===== config.mk =====
export PLATFORM = sky130hd
export DESIGN_NAME = multicycle_ctrl_fsm
export DESIGN_NICKNAME = d
export VERILOG_FILES = /design/src/rtl/multicycle_ctrl_fsm_pkg.sv /design/src/rtl/multicycle_ctrl_fsm_wait_timer.sv /design/src/rtl/multicycle_ctrl_fsm.sv
export SDC_FILE = /design/constraint.sdc
export NUM_CORES = 1
export LEC_CHECK = 0
export BUFFER_PORTS_ARGS = -buffer_cell sky130_fd_sc_hd__buf_2
export CAP_MARGIN = 20
export CORE_AREA = 4 4 72 74
export CTS_BUF_LIST = sky130_fd_sc_hd__clkbuf_2
export DETAILED_ROUTE_END_ITERATION = 8
export DIE_AREA = 0 0 76 78
export GPL_ROUTABILITY_DRIVEN = 0
export PLACE_DENSITY = 0.48
export REMOVE_ABC_BUFFERS = 1
export SYNTH_ARGS = -nofsm -noshare
export SYNTH_HDL_FRONTEND = slang
export SYNTH_SLANG_ARGS = --single-unit

===== constraint.sdc =====
create_clock -name clk -period 2.64 [get_ports clk]
set_input_delay 0.396 -clock clk [delete_from_list [all_inputs] [get_ports clk]]
set_output_delay 0.396 -clock clk [all_outputs]
set_load 0.01 [all_outputs]

===== src/rtl/multicycle_ctrl_fsm_pkg.sv =====
`default_nettype none
// ============================================================================
//  Module   : multicycle_ctrl_fsm_pkg
//  Purpose  : Shared encodings for the multi-cycle MIPS control sequencer:
//             state codes, opcode/funct constants, ALUop, pc_source, ALU
//             operand select and write-back select encodings, plus the
//             bundled control-word type driven onto the datapath.
//  Ports    : none (package)
//  Revision : 1.0 - initial release
// ============================================================================
package multicycle_ctrl_fsm_pkg;

    // Sequencer state codes; the numeric values are visible on the debug port
    typedef enum logic [3:0] {
        S_FETCH  = 4'd0,
        S_DECODE = 4'd1,
        S_MADDR  = 4'd2,
        S_MRD    = 4'd3,
        S_MWB    = 4'd4,
        S_MWR    = 4'd5,
        S_REXE   = 4'd6,
        S_RWB    = 4'd7,
        S_BEQ    = 4'd8,
        S_JMP    = 4'd9,
        S_IEXE   = 4'd10,
        S_IWB    = 4'd11,
        S_JR     = 4'd12,
        S_JAL    = 4'd13,
        S_TRAP   = 4'd14
    } state_t;

    // Instruction opcodes (IR[31:26]) and the one funct code the sequencer needs
    localparam logic [5:0] OP_RTYPE = 6'h00;
    localparam logic [5:0] OP_J     = 6'h02;
    localparam logic [5:0] OP_JAL   = 6'h03;
    localparam logic [5:0] OP_BEQ   = 6'h04;
    localparam logic [5:0] OP_ADDI  = 6'h08;
    localparam logic [5:0] OP_LW    = 6'h23;
    localparam logic [5:0] OP_SW    = 6'h2B;
    localparam logic [5:0] FN_JR    = 6'h08;

    // ALUop handed to ALU_control
    localparam logic [1:0] ALUOP_ADD   = 2'b00;
    localparam logic [1:0] ALUOP_SUB   = 2'b01;
    localparam logic [1:0] ALUOP_FUNCT = 2'b10;
    localparam logic [1:0] ALUOP_OPC   = 2'b11;

    // PC source mux
    localparam logic [1:0] PCS_ALU    = 2'd0;
    localparam logic [1:0] PCS_ALUOUT = 2'd1;
    localparam logic [1:0] PCS_JUMP   = 2'd2;
    localparam logic [1:0] PCS_RS     = 2'd3;

    // ALU operand A / B muxes
    localparam logic       SRCA_PC   = 1'b0;
    localparam logic       SRCA_RS   = 1'b1;
    localparam logic [1:0] SRCB_RT   = 2'd0;
    localparam logic [1:0] SRCB_ONE  = 2'd1;
    localparam logic [1:0] SRCB_IMM  = 2'd2;
    localparam logic [1:0] SRCB_BOFF = 2'd3;

    // Register-file write address / data muxes
    localparam logic [1:0] RDST_RT = 2'd0;
    localparam logic [1:0] RDST_RD = 2'd1;
    localparam logic [1:0] RDST_RA = 2'd2;
    localparam logic [1:0] M2R_ALU = 2'd0;
    localparam logic [1:0] M2R_MDR = 2'd1;
    localparam logic [1:0] M2R_PC  = 2'd2;

    // Complete control word presented to the datapath in one cycle
    typedef struct packed {
        logic       pc_write;
        logic       pc_write_cond;
        logic       iord;
        logic       mem_read;
        logic       mem_write;
        logic       ir_write;
        logic       reg_write;
        logic [1:0] reg_dst;
        logic [1:0] mem_to_reg;
        logic       alu_src_a;
        logic [1:0] alu_src_b;
        logic [1:0] alu_op;
        logic [1:0] pc_source;
        logic       retire;
    } ctrl_t;

    // States that stall on the memory-ready handshake
    function automatic logic is_mem_state(input state_t s);
        return (s == S_FETCH) || (s == S_MRD) || (s == S_MWR);
    endfunction

endpackage : multicycle_ctrl_fsm_pkg
`default_nettype wire


===== src/rtl/multicycle_ctrl_fsm_wait_timer.sv =====
`default_nettype none
// ============================================================================
//  Module   : ctrl_wait_timer
//  Purpose  : Memory wait-state counter for the control sequencer. Counts
//             cycles spent stalled on mem_ready and flags the last permitted
//             stall cycle so the sequencer can trap instead of waiting again.
//  Ports    : clk      - rising-edge clock
//             rst_n    - asynchronous active-low reset
//             clear    - return count to zero (wins over count_en)
//             count_en - one more stalled cycle observed
//             expire   - current stall cycle is the LIMIT-th one
//  Revision : 1.0 - initial release
// ============================================================================
module ctrl_wait_timer #(
    parameter int unsigned LIMIT = 15,
    parameter int unsigned WIDTH = 8
) (
    input  logic clk,
    input  logic rst_n,
    input  logic clear,
    input  logic count_en,
    output logic expire
);

    localparam logic [WIDTH-1:0] C_LAST = WIDTH'(LIMIT - 1);

    logic [WIDTH-1:0] count;

    // Saturates at C_LAST; the sequencer leaves the wait state before any wrap
    always_ff @(posedge clk or negedge rst_n) begin
        if (!rst_n) begin
            count <= '0;
        end else if (clear) begin
            count <= '0;
        end else if (count_en && (count != C_LAST)) begin
            count <= count + 1'b1;
        end
    end

    // Count already holds LIMIT-1 earlier stall cycles, so a stall now is the LIMIT-th
    assign expire = (count == C_LAST);

endmodule : ctrl_wait_timer
`default_nettype wire


===== src/rtl/multicycle_ctrl_fsm.sv =====
`default_nettype none
// ============================================================================
//  Module   : multicycle_ctrl_fsm
//  Purpose  : Control sequencer for the multi-cycle MIPS datapath. Steps each
//             instruction through FETCH/DECODE/EXEC/MEM/WB, drives datapath
//             enables, mux selects and ALUop, waits on mem_ready and traps on
//             memory timeout or an illegal opcode.
//  Ports    : clk, rst_n (async active-low)
//             run            - permits a new FETCH
//             opcode, funct  - IR fields, sampled in DECODE
//             mem_ready      - memory completes the access this cycle
//             pc_write, pc_write_cond, iord, mem_read, mem_write, ir_write,
//             reg_write, reg_dst, mem_to_reg, alu_src_a, alu_src_b, alu_op,
//             pc_source      - datapath control
//             retire         - pulse on final cycle of each instruction
//             trap           - sticky illegal-opcode / timeout flag
//             state          - current state code (debug)
//  Revision : 1.0 - initial release
// ============================================================================
module multicycle_ctrl_fsm
    import multicycle_ctrl_fsm_pkg::*;
#(
    parameter int unsigned MEM_TIMEOUT = 15,
    parameter int unsigned TMO_W       = 8
) (
    input  logic       clk,
    input  logic       rst_n,
    input  logic       run,
    input  logic [5:0] opcode,
    input  logic [5:0] funct,
    input  logic       mem_ready,
    output logic       pc_write,
    output logic       pc_write_cond,
    output logic       iord,
    output logic       mem_read,
    output logic       mem_write,
    output logic       ir_write,
    output logic       reg_write,
    output logic [1:0] reg_dst,
    output logic [1:0] mem_to_reg,
    output logic       alu_src_a,
    output logic [1:0] alu_src_b,
    output logic [1:0] alu_op,
    output logic [1:0] pc_source,
    output logic       retire,
    output logic       trap,
    output logic [3:0] state
);

    state_t cur_state;
    state_t nxt_state;
    logic   is_store;
    logic   trap_q;
    logic   waiting;
    logic   wait_clear;
    logic   expire;
    logic   timeout;
    ctrl_t  ctrl;
    ctrl_t  ctrl_out;

    // ------------------------------------------------------------------
    // Stall detection. An idle FETCH (run=0) is not a stall, so the timer
    // is held at zero there; leaving or entering a memory state clears it.
    // ------------------------------------------------------------------
    always_comb begin
        waiting = 1'b0;
        if (is_mem_state(cur_state)) begin
            if (cur_state == S_FETCH) begin
                waiting = run & ~mem_ready;
            end else begin
                waiting = ~mem_ready;
            end
        end
    end

    assign wait_clear = ~waiting;

    ctrl_wait_timer #(
        .LIMIT (MEM_TIMEOUT),
        .WIDTH (TMO_W)
    ) u_wait_timer (
        .clk      (clk),
        .rst_n    (rst_n),
        .clear    (wait_clear),
        .count_en (waiting),
        .expire   (expire)
    );

    // mem_ready in the expiring cycle suppresses waiting, so completion wins
    assign timeout = waiting & expire;

    // ------------------------------------------------------------------
    // State register, load/store flag and sticky trap
    // ------------------------------------------------------------------
    always_ff @(posedge clk or negedge rst_n) begin
        if (!rst_n) begin
            cur_state <= S_FETCH;
            is_store  <= 1'b0;
            trap_q    <= 1'b0;
        end else begin
            cur_state <= nxt_state;
            // opcode is only guaranteed valid in DECODE; MADDR needs lw/sw
            if (cur_state == S_DECODE) begin
                is_store <= (opcode == OP_SW);
            end
            if (nxt_state == S_TRAP) begin
                trap_q <= 1'b1;
            end
        end
    end

    // ------------------------------------------------------------------
    // Next-state logic
    // ------------------------------------------------------------------
    always_comb begin
        nxt_state = cur_state;
        case (cur_state)
            S_FETCH: begin
                if (run && mem_ready) begin
                    nxt_state = S_DECODE;
                end else if (timeout) begin
                    nxt_state = S_TRAP;
                end
            end
            S_DECODE: begin
                case (opcode)
                    OP_LW, OP_SW: nxt_state = S_MADDR;
                    OP_RTYPE:     nxt_state = (funct == FN_JR) ? S_JR : S_REXE;
                    OP_BEQ:       nxt_state = S_BEQ;
                    OP_J:         nxt_state = S_JMP;
                    OP_JAL:       nxt_state = S_JAL;
                    OP_ADDI:      nxt_state = S_IEXE;
                    default:      nxt_state = S_TRAP;
                endcase
            end
            S_MADDR: nxt_state = is_store ? S_MWR : S_MRD;
            S_MRD: begin
                if (mem_ready) begin
                    nxt_state = S_MWB;
                end else if (timeout) begin
                    nxt_state = S_TRAP;
                end
            end
            S_MWR: begin
                if (mem_ready) begin
                    nxt_state = S_FETCH;
                end else if (timeout) begin
                    nxt_state = S_TRAP;
                end
            end
            S_REXE:  nxt_state = S_RWB;
            S_IEXE:  nxt_state = S_IWB;
            S_MWB, S_RWB, S_IWB, S_BEQ, S_JMP, S_JR, S_JAL: nxt_state = S_FETCH;
            S_TRAP:  nxt_state = S_TRAP;
            default: nxt_state = S_TRAP;
        endcase
    end

    // ------------------------------------------------------------------
    // Output decode: Moore on state, with memory-state strobes qualified
    // by run / mem_ready so that loads happen only on the completing cycle.
    // ------------------------------------------------------------------
    always_comb begin
        ctrl = '0;
        case (cur_state)
            S_FETCH: begin
                if (run) begin
                    ctrl.mem_read  = 1'b1;
                    ctrl.iord      = 1'b0;
                    ctrl.alu_src_a = SRCA_PC;
                    ctrl.alu_src_b = SRCB_ONE;
                    ctrl.alu_op    = ALUOP_ADD;
                    ctrl.pc_source = PCS_ALU;
                    ctrl.ir_write  = mem_ready;
                    ctrl.pc_write  = mem_ready;
                end
            end
            S_DECODE: begin
                // Branch target precomputed into ALUOut
                ctrl.alu_src_a = SRCA_PC;
                ctrl.alu_src_b = SRCB_BOFF;
                ctrl.alu_op    = ALUOP_ADD;
            end
            S_MADDR, S_IEXE: begin
                ctrl.alu_src_a = SRCA_RS;
                ctrl.alu_src_b = SRCB_IMM;
                ctrl.alu_op    = ALUOP_ADD;
            end
            S_MRD: begin
                ctrl.mem_read = 1'b1;
                ctrl.iord     = 1'b1;
            end
            S_MWB: begin
                ctrl.reg_write  = 1'b1;
                ctrl.reg_dst    = RDST_RT;
                ctrl.mem_to_reg = M2R_MDR;
                ctrl.retire     = 1'b1;
            end
            S_MWR: begin
                ctrl.mem_write = 1'b1;
                ctrl.iord      = 1'b1;
                ctrl.retire    = mem_ready;
            end
            S_REXE: begin
                ctrl.alu_src_a = SRCA_RS;
                ctrl.alu_src_b = SRCB_RT;
                ctrl.alu_op    = ALUOP_FUNCT;
            end
            S_RWB: begin
                ctrl.reg_write  = 1'b1;
                ctrl.reg_dst    = RDST_RD;
                ctrl.mem_to_reg = M2R_ALU;
                ctrl.retire     = 1'b1;
            end
            S_IWB: begin
                ctrl.reg_write  = 1'b1;
                ctrl.reg_dst    = RDST_RT;
                ctrl.mem_to_reg = M2R_ALU;
                ctrl.retire     = 1'b1;
            end
            S_BEQ: begin
                ctrl.alu_src_a     = SRCA_RS;
                ctrl.alu_src_b     = SRCB_RT;
                ctrl.alu_op        = ALUOP_SUB;
                ctrl.pc_write_cond = 1'b1;
                ctrl.pc_source     = PCS_ALUOUT;
                ctrl.retire        = 1'b1;
            end
            S_JMP: begin
                ctrl.pc_write  = 1'b1;
                ctrl.pc_source = PCS_JUMP;
                ctrl.retire    = 1'b1;
            end
            S_JR: begin
                ctrl.alu_src_a = SRCA_RS;
                ctrl.pc_write  = 1'b1;
                ctrl.pc_source = PCS_RS;
                ctrl.retire    = 1'b1;
            end
            S_JAL: begin
                // Link value is the PC already incremented during FETCH
                ctrl.reg_write  = 1'b1;
                ctrl.reg_dst    = RDST_RA;
                ctrl.mem_to_reg = M2R_PC;
                ctrl.pc_write   = 1'b1;
                ctrl.pc_source  = PCS_JUMP;
                ctrl.retire     = 1'b1;
            end
            default: ctrl = '0;
        endcase
    end

    // Reset forces the control word quiet immediately, so no partial write
    // can complete while rst_n is low, independent of run / mem_ready.
    assign ctrl_out = rst_n ? ctrl : '0;

    assign pc_write      = ctrl_out.pc_write;
    assign pc_write_cond = ctrl_out.pc_write_cond;
    assign iord          = ctrl_out.iord;
    assign mem_read      = ctrl_out.mem_read;
    assign mem_write     = ctrl_out.mem_write;
    assign ir_write      = ctrl_out.ir_write;
    assign reg_write     = ctrl_out.reg_write;
    assign reg_dst       = ctrl_out.reg_dst;
    assign mem_to_reg    = ctrl_out.mem_to_reg;
    assign alu_src_a     = ctrl_out.alu_src_a;
    assign alu_src_b     = ctrl_out.alu_src_b;
    assign alu_op        = ctrl_out.alu_op;
    assign pc_source     = ctrl_out.pc_source;
    assign retire        = ctrl_out.retire;
    assign trap          = trap_q;
    assign state         = cur_state;

endmodule : multicycle_ctrl_fsm
`default_nettype wire

==> results of run 1 <==
## power breakdown
part / leakage, nW / internal (W) / total (W) / switching (W)
sequential: 0.188 / 0.000255 / 0.000389 / 0.000135
clock: 0.0140 / 0.0000329 / 0.000108 / 0.0000748
combinational: 0.522 / 0.000288 / 0.000639 / 0.000351
## stage by stage
stage               hold WS (ns)  total power, W  cell area, um^2  cells
finish                     0.374         0.00114             1510    242
global route               0.363         0.00125             1510    242
CTS                        0.360         0.00115             1510    242
detailed placement         0.277         0.00103             1480    237
global placement           0.278         0.00104             1480    237
floorplan                  0.100        0.000810             1200    142
## registers in the layout, indices dropped and copies added (netlist names)
register	flops
is_store	1
state	4
trap	1
u_wait_timer.count	8
## final timing paths
path | from | endpoint
max in group asynchronous | rst_n | u_wait_timer.count[4]
min in group asynchronous | rst_n | u_wait_timer.count[0]
worst max-delay path | state[3] | reg_write
worst min-delay path | opcode[3] | is_store
worst max register to register | u_wait_timer.count[0] | state[0]
worst min register to register | trap | trap
## cell usage after synthesis, types with 2 or more instances
cell type / instances / share of area
nor2_1: 23 / 0.068
dfrtp_1: 14 / 0.27
nand2_1: 12 / 0.035
nor3_1: 10 / 0.039
a21oi_1: 6 / 0.024
xor2_1: 6 / 0.041
inv_1: 5 / 0.015
o21ai_0: 5 / 0.020
nand2b_1: 4 / 0.020
o211ai_1: 4 / 0.024
buf_6: 3 / 0.026
clkbuf_1: 3 / 0.0088
nor2b_1: 3 / 0.015
a31oi_1: 2 / 0.0098
and3_1: 2 / 0.0098
and3b_1: 2 / 0.014
ha_1: 2 / 0.020
nand3_1: 2 / 0.0079
nor3b_1: 2 / 0.012
o211a_1: 2 / 0.016
o21ai_1: 2 / 0.0079
or2_1: 2 / 0.0098
xnor2_1: 2 / 0.014
## area by class of cell
cell class,instances,area [um^2]
clock buffers,3,15.0
inverters,6,22.5
flip-flops and latches,14,350
clock inverters,1,3.75
fillers,497,3090
well taps,54,67.6
multi-input cells,122,827
repair buffers,42,220
## cell usage in the layout, fill, tap and decap left out, drive strengths merged, types with 5 or more instances in the layout
master,n
a21oi,6
buf,41
dfrtp,14
inv,6
nand2,12
nor2,24
nor3,10
o211ai,5
o21ai,7
xor2,6
## worst max-delay path, stage by stage, from the launching register on
cell	delay, ns
dfrtp_1	0.76
inv_1	0.23
nand2_1	0.13
a311oi_1	0.10
a31oi_1	0.19
nor2b_1	0.06
buf_2	0.13
## kinds of logic (layout without fill, tap and decap cells)
family,Yosys count,count (layout),share of synthesized area
fa+ha+maj,2,2,0.0196
compound gates,36,36,0.219
simple gates,75,75,0.347
buf+inv,16,52,0.0765
mux,1,1,0.00785
xor+xnor,8,8,0.0550
flops,14,14,0.275
## layer usage
metal / up-vias / GRT usage / share of wire
li1: 616 / - / -
met1: 581 / 0.132 / 0.45
met2: 31 / 0.171 / 0.48
met3: 2 / 0.0313 / 0.066
met4: 0 / 0.0214 / 0.0013
met5: - / 0 / 0
==> summary.md, run 1 <==
| Metric | Value |
|---|---|
| Run status | `completed` |
| Final Hold Vio Count | `0` |
| Die footprint | `5930 um^2` |
| Worst setup SP type | `register` |
| R2r worst-path depth | `6` |
| Die Ht | `~78 um` |
| Count of different cell masters after synthesis | `between 50 and 60` |
| Share of flip-flops with an asynchronous set or reset | `1.00` |
| CTS tree | `yes` |
| Routed wire length | `about 3200 um` |
| Worst-Margin Slew | `roughly 0.74 ns` |
| WS Path Type | `register to output port` |
| Initial antenna violation count | `0` |
| Total GRT Usage | `0.103` |
| RSZ-0062 raised after global routing | `false` |
| Post-route setup TNS | `0 ns` |
| Count of final max-slew check failures | `0` |
| Worst VDD drop | `about 0.2 mV` |
| Final global-route overflow total | `0` |
| Synthesized instance count | `about 150` |
| Crit end category | `output port` |
| DRC viols | `0` |
| CTS root buf | `clkbuf_2` |
| Worst hold path type | `primary input to register` |
| CTS sink count | `14` |
| Crit Path Max Fanout | `17` |
| Sequential share of the synthesized area | `0.275` |
| Maxcap violations | `0` |
| Layout Nets | `just over 200` |
| Post-route ant nets | `0` |
| Boundary Pins | `40` |
| Num CTS Buffers | `3` |
| Pre-CTS setup slack | `between 0.6 and 0.7 ns` |
| CTS clk-pin slew, worst paths | `around 0.15 ns` |
| Drt pass-1 iters | `4` |
| Clk buf depth | `2` |
| Post-Synthesis Cell Area | `roughly 1300 um^2` |
| Post-CTS Hold Fix Bufs | `1` |
| Synth-to-Final Area Change | `18.2%` |
| Number of enable flip-flop cells after synthesis | `0` |
| FP Rows | `25` |
| Ant diodes | `0` |
| Fmax | `approximately 0.43 GHz` |
| Final Setup Violations | `0` |
| H-tree levels | `1` |
| CORE AREA | `between 4000 and 5000 um^2` |
| CP Data Arrival Time | `1.91 ns` |
| Max-slew headroom | `0.510` |
| Starting Density | `0.277` |
| Pwr per Cell Area | `between 700 and 800 nW/um^2` |
| Yosys Warn Count | `0` |
| Hold Crit Depth | `3` |
| Number of global-route vias before repair | `1,134` |
| Worst skew pair latency | `roughly 0.28 ns` |
| I/O Buffers | `39` |
| Via count | `approximately 1,200` |
| Leakage power | `0.724 nW` |
| R2R Setup Slk | `~0.65 ns` |
| First-iteration detailed-routing DRC count | `between 50 and 60` |
| Post-route clock period utilization | `0.872` |
| Post_cts resized | `0` |
| Worst Clk Skew | `~0.0047 ns` |
| Setup ws final | `0.337 ns` |
| Fin util | `0.328` |
| CP required | `approximately 2.2 ns` |
| Avg Inst Size Synth | `around 8.4 um^2` |
| Setup bufs post-CTS | `0` |
| Routed len/inst | `around 13 um` |
| Pin count of the biggest net entering global routing | `23` |
| Die W | `between 70 and 80 um` |
| HPWL after DPL | `roughly 2500 um` |
| Yosys reg bits | `14` |
| Dominant synthesized flop cell | `dfrtp_1` |
| Share of cells above drive strength 1 | `0.298` |
| Tmin final | `2.30 ns` |
| Vias per inst | `just over 5` |
| First-pass GRT wire length | `about 5300 um` |
(Power assumes the default switching activity.)
==> run 2: changes to the inputs <==
- CTS_BUF_LIST: sky130_fd_sc_hd__clkbuf_2 -> sky130_fd_sc_hd__clkbuf_16
- GPL_TIMING_DRIVEN: unset -> 0
==> run 2 against run 1 <==
  * Total power grew 16%
  * Worst setup slack better by 0.066 ns
  * Utilization is 0.76 points higher
  * Largest cell class unchanged
  * Critical endpoint unchanged
==> summary.md, run 2 (synthesis results as in run 1) <==
| Metric | Value |
|---|---|
| Run status | `completed` |
| Worst-Margin Slew | `0.747 ns` |
| Post-route setup TNS | `0 ns` |
| Post-route clock period utilization | `0.848` |
| Count of final max-slew check failures | `0` |
| CTS tree | `yes` |
| Final hold slack | `0.106 ns` |
| Post-DP Area | `around 1500 um^2` |
| Routed len/inst | `13.7 um` |
| WS Path Type | `register to output port` |
| Fmax | `around 0.45 GHz` |
| I/O Buffers | `39` |
| DRC viols | `0` |
| Worst VDD drop | `~0.32 mV` |
| HPWL after DPL | `2450 um` |
| Multi-input gate area | `around 830 um^2` |
| Final Hold Vio Count | `0` |
| Post-route ant nets | `0` |
| Pin count of the biggest net entering global routing | `23` |
| RSZ-0062 raised after global routing | `false` |
| Boundary Pins | `40` |
| Final global-route overflow total | `0` |
| Pre-CTS setup slack | `between 0.5 and 0.6 ns` |
| Setup ws final | `approximately 0.40 ns` |
| Crit path buf inv count | `2` |
| Storage cell area | `350 um^2` |
| Worst Clk Skew | `0.00225 ns` |
| Most frequent cells in the layout | `39 x buf_2, 23 x nor2_1, 14 x dfrtp_1` |
| Worst skew pair latency | `between 0.2 and 0.25 ns` |
| Placed cell count | `235` |
| First-pass GRT wire length | `5550 um` |
| Crit Path Max Fanout | `21` |
| Die footprint | `between 5000 and 6000 um^2` |
| First-iteration detailed-routing DRC count | `41` |
| Top reg by flops | `u_wait_timer.count` |
| CTS sink count | `14` |
| Maxcap violations | `0` |
| Tmin final | `~2.2 ns` |
| Num CTS Buffers | `3` |
| Drt pass-1 iters | `4` |
| Crit end category | `output port` |
| CP required | `approximately 2.2 ns` |
| Die Ht | `a little under 80 um` |
| Vias per inst | `4.98` |
| CTS root buf | `clkbuf_16` |
| Fill cells | `approximately 500` |
| Cell family with most CP delay | `flip-flops` |
| Max-slew headroom | `0.502` |
| CP Data Arrival Time | `approximately 1.8 ns` |
| Die W | `~76 um` |
| Setup bufs post-CTS | `0` |
| Layout Nets | `~200` |
| Fin cells | `between 200 and 250` |
| Via count | `~1,200` |
| Synth-to-Final Area Change | `20.9%` |
| Post_cts resized | `0` |
| Clk buf depth | `2` |
| Number of global-route vias before repair | `1,174` |
| Worst setup SP type | `register` |
| Max reg flops | `8` |
| Initial antenna violation count | `0` |
| Reg2Reg Launch Point | `state[2]` |
| Routed wire length | `between 3000 and 4000 um` |
| Worst hold path type | `primary input to async pin` |
| CORE AREA | `about 4600 um^2` |
| Share of cells above drive strength 1 | `0.292` |
| Worst setup path startpoint | `state[1]` |
| CTS clk-pin slew, worst paths | `about 0.05 ns` |
| Worst path slowest cell | `dfrtp_1` |
| Starting Density | `0.277` |
| Post-CTS Hold Fix Bufs | `0` |
| Post-layout instance area | `1540 um^2` |
| Ant diodes | `0` |
| FP Rows | `25` |
| Total GRT Usage | `0.110` |
| Pwr per Cell Area | `~850 nW/um^2` |
| Cell chain of the critical path | `inv_1 -> nand2_1 -> a311oi_1 -> a31oi_1 -> nor2b_1 -> buf_2` |
| H-tree levels | `1` |
| Leakage power | `about 0.73 nW` |
| CP max stage delay | `0.76 ns` |
| Commonest non-fill, non-tap cell in the layout | `buf_2` |
| Final Setup Violations | `0` |
-- run 2: changes by cell type in the layout (fill, tap and decap cells not counted), sizes merged --
cell / previous run / this run
buf: 41 / 39
dlygate4sd3: 1 / 0
-- run 2: routing by layer --
metal	global-route usage	up-vias	wire, um
met3	0.0325	2	175
met1	0.144	556	1540
li1	-	609	-
met5	0	-	0
met2	0.184	23	1560
met4	0.0107	0	4
-- run 2: cell type report --
cell class,instances,share of cell area
clock inverters,1,0.00244
multi-input cells,122,0.537
clock buffers,3,0.0487
repair buffers,39,0.127
well taps,54,0.0438
inverters,6,0.0146
flip-flops and latches,14,0.227
-- run 2: per-stage QoR --
stage,util,total power (W)
2_1_floorplan,-,0.000810
3_3_place_gp,0.318,0.00103
3_5_place_dp,0.318,0.00103
4_1_cts,0.335,0.00133
5_1_grt,0.335,0.00143
6_report,0.335,0.00131
-- run 2: worst paths after layout --
path / end / slack, ns / cells past startpoint
worst max-delay path: reg_write / 0.40 / 6
worst min-delay path: state[0] / 0.11 / 1
worst max register to register: trap / 0.61 / 5
worst min register to register: trap / 0.47 / 1
max in group asynchronous: u_wait_timer.count[2] / 2.22 / 1
min in group clk: is_store / 0.44 / 3
-- run 2: report_power, final --
group / leakage, nW / total (W) / internal [W] / switching [W]
clock network: 0.0385 / 0.000291 / 0.000201 / 0.0000902
logic: 0.508 / 0.000617 / 0.000278 / 0.000339
registers: 0.188 / 0.000405 / 0.000255 / 0.000150
total: 0.735 / 0.00131 / 0.000734 / 0.000580
==> run 3: changes to the inputs <==
- ABC_AREA: unset -> 1
- CORE_AREA: 4 4 72 74 -> 4 4 71 73
- DIE_AREA: 0 0 76 78 -> 0 0 75 77
- PLACE_DENSITY: 0.48 -> 0.5
- clock period: 2.64 -> 2.05 ns (I/O delays scaled with it)
==> run 3 against run 2 <==
  * Utilization grew 2.9 points
  * Worst hold slack gained 0.29 ns
  * Largest power group is now the clock network
  * Critical path depth is the same
  * Global-route usage grew 0.41 points
  * Sequential power shrank 32%
  * Non-clock buffer count grew 2
  * Die area shrank 2.6%
  * Count of clock-buffer cells in the layout is the same
  * Synthesized cell count grew 34%
==> summary.md, run 3 <==
| Metric | Value |
|---|---|
| Die Ht | `77 um` |
| Starting Density | `0.285` |
| Leakage power | `approximately 0.85 nW` |
| Yosys reg bits | `14` |
| Clk buf depth | `2` |
| First-iteration detailed-routing DRC count | `51` |
| Count of final max-slew check failures | `0` |
| Share of flip-flops with an asynchronous set or reset | `1.00` |
| Initial antenna violation count | `0` |
| CTS tree | `yes` |
| Final hold slack | `roughly 0.4 ns` |
| Final Hold Vio Count | `0` |
| I/O Buffers | `39` |
| Synth top area share | `0.282` |
| Maxcap violations | `0` |
| Pwr per Cell Area | `439 nW/um^2` |
| CP required | `roughly 1.7 ns` |
| Number of global-route vias before repair | `1,150` |
| Fill cells | `between 400 and 500` |
| WS Path Type | `register to output port` |
| Sequential share of the synthesized area | `0.282` |
| Most frequent cells in the layout | `46 x nand2_1, 39 x buf_2, 36 x inv_1` |
| First-pass GRT wire length | `between 5000 and 6000 um` |
| Layout Nets | `264` |
| Sw Ratio | `0.206` |
| Drt pass-1 iters | `4` |
| Logic pwr share | `0.080` |
| Total GRT Usage | `0.114` |
| Hold Crit Depth | `4` |
| Routed len/inst | `between 10 and 15 um` |
| Psw | `around 0.00014 W` |
| Synthesized instance count | `approximately 200` |
| Die W | `approximately 75 um` |
| Count of different cell masters after synthesis | `30` |
| CTS sink count | `14` |
| Share of cells above drive strength 1 | `0.258` |
| Fin util | `0.364` |
| R2R Setup Slk | `between 0.4 and 0.5 ns` |
| Number of enable flip-flop cells after synthesis | `0` |
| Synth-to-Final Area Change | `27.7%` |
| Multi-input gate area | `about 730 um^2` |
| Via count | `about 1,300` |
| H-tree levels | `1` |
| Tmin final | `1.94 ns` |
| Cell accounting for the most synthesized area | `dfrtp_1` |
| Storage cell area | `350 um^2` |
| Sequential power share | `0.399` |
| Worst Clk Skew | `approximately 0.0028 ns` |
| CP Data Arrival Time | `between 1.5 and 2 ns` |
| Crit end category | `output port` |
| Post-route ant nets | `0` |
| Worst skew pair latency | `0.24 ns` |
| Worst setup SP type | `register` |
| Final Setup Violations | `0` |
| DRC viols | `0` |
| Post-route clock period utilization | `0.945` |
| Pin count of the biggest net entering global routing | `17` |
| R2r worst-path depth | `9` |
| Die footprint | `~5800 um^2` |
| Fmax | `0.516 GHz` |
| Yosys Warn Count | `0` |
| Crit Path Max Fanout | `8` |
| Reg2Reg Launch Point | `state[1]` |
| Post-Synthesis Cell Area | `1240 um^2` |
| Hold_sp | `opcode[4]` |
| Int Pwr | `roughly 0.00055 W` |
| Run status | `completed` |
| Hold EP | `is_store` |
| Top reg by flops | `u_wait_timer.count` |
| Fin cells | `around 300` |
| FP Rows | `24` |
| Max-slew headroom | `0.566` |
| Commonest non-fill, non-tap cell in the layout | `nand2_1` |
| Commonest cells post-synth | `46 x nand2_1, 36 x inv_1, 31 x nor2_1` |
| Count leader, synth | `nand2_1` |
| Post-route setup TNS | `0 ns` |
| R2r endpoint | `state[0]` |
| CTS root buf | `clkbuf_16` |
| Top cells by area, synth | `dfrtp_1 28%, nand2_1 14%, inv_1 11%, nor2_1 9.4%, nand3_1 6.9%` |
| CORE AREA | `around 4400 um^2` |
| Vias per inst | `4.56` |
| Routed wire length | `around 3200 um` |
| Boundary Pins | `40` |
| Ant diodes | `0` |
| Clock share of power | `0.521` |
| Final global-route overflow total | `0` |
| Worst hold path type | `primary input to register` |
| Power Total | `roughly 0.00070 W` |
| Avg Inst Size Synth | `between 6 and 7 um^2` |
| Dominant synthesized flop cell | `dfrtp_1` |
| Worst-Margin Slew | `0.649 ns` |
| CTS clk-pin slew, worst paths | `0.04 ns` |
| Placed cell count | `291` |
| Num CTS Buffers | `3` |
| Max reg flops | `8` |
| HPWL after DPL | `roughly 2600 um` |
| Worst VDD drop | `roughly 0.24 mV` |
## run 3: what timing repair did
item                                   CTS  global route
hold buffers                             1             0
pin swaps                                0             1
gates resized for setup                  2             0
endpoints found under the hold margin   14             0
cloned                                   0             0
buffers inserted                         0             1
setup endpoints to repair                2             3
## run 3: how the worst max path moves through the flow
stage          startpoint  cells after the start  slack, ns           end
3_5_place_dp     state[2]                      6       0.15  alu_src_b[1]
5_1_grt          state[2]                      6     -0.007  alu_src_b[1]
3_3_place_gp     state[2]                      6       0.15  alu_src_b[1]
4_1_cts          state[2]                      6       0.06  alu_src_b[1]
2_1_floorplan    state[2]                      5       0.44  alu_src_b[0]
6_report         state[2]                      6       0.11  alu_src_b[1]
## run 3: cell type report
cell class / instances / area share
clock buffers: 3 / 0.0474
inverters: 41 / 0.0971
multi-input cells: 145 / 0.459
flip-flops and latches: 14 / 0.221
well taps: 52 / 0.0410
repair buffers: 41 / 0.134
## run 3: cells by family after synthesis
kind of cell | share of synthesized area
buf+inv | 0.137
compound gates | 0.133
flops | 0.282
xor+xnor | 0.00706
fa+ha+maj | 0.0202
simple gates | 0.420
## run 3: layer usage
layer | vias up | wire length, um | track usage
met1 | 598 | 1510 | 0.158
met4 | 0 | 53 | 0.0480
met5 | - | 0 | 0
met3 | 4 | 143 | 0.0157
met2 | 26 | 1450 | 0.174
li1 | 721 | - | -
## run 3: worst max-delay path: stages (launching register included)
cell     delay (ns)
dfrtp_1        0.48
nor2_4         0.19
inv_1          0.09
nor2_2         0.20
inv_1          0.14
a21oi_1        0.13
buf_2          0.15
## run 3: power by group through the flow
| stage | Sequential [W] | Clock [W] | Combinational, W |
|---|---|---|---|
| after floorplan | 0.000281 | 0 | 0.0000256 |
| after global placement | 0.000281 | 0 | 0.0000546 |
| after detailed placement | 0.000281 | 0 | 0.0000545 |
| after CTS | 0.000277 | 0.000370 | 0.0000567 |
| after global routing | 0.000277 | 0.000380 | 0.0000646 |
| final | 0.000277 | 0.000362 | 0.0000558 |
## run 3: stage by stage
stage               cell area [um^2]  setup slack, ns
floorplan                       1220            0.437
global placement                1490            0.147
detailed placement              1490            0.149
CTS                             1580           0.0638
global route                    1590         -0.00666
finish                          1590            0.113
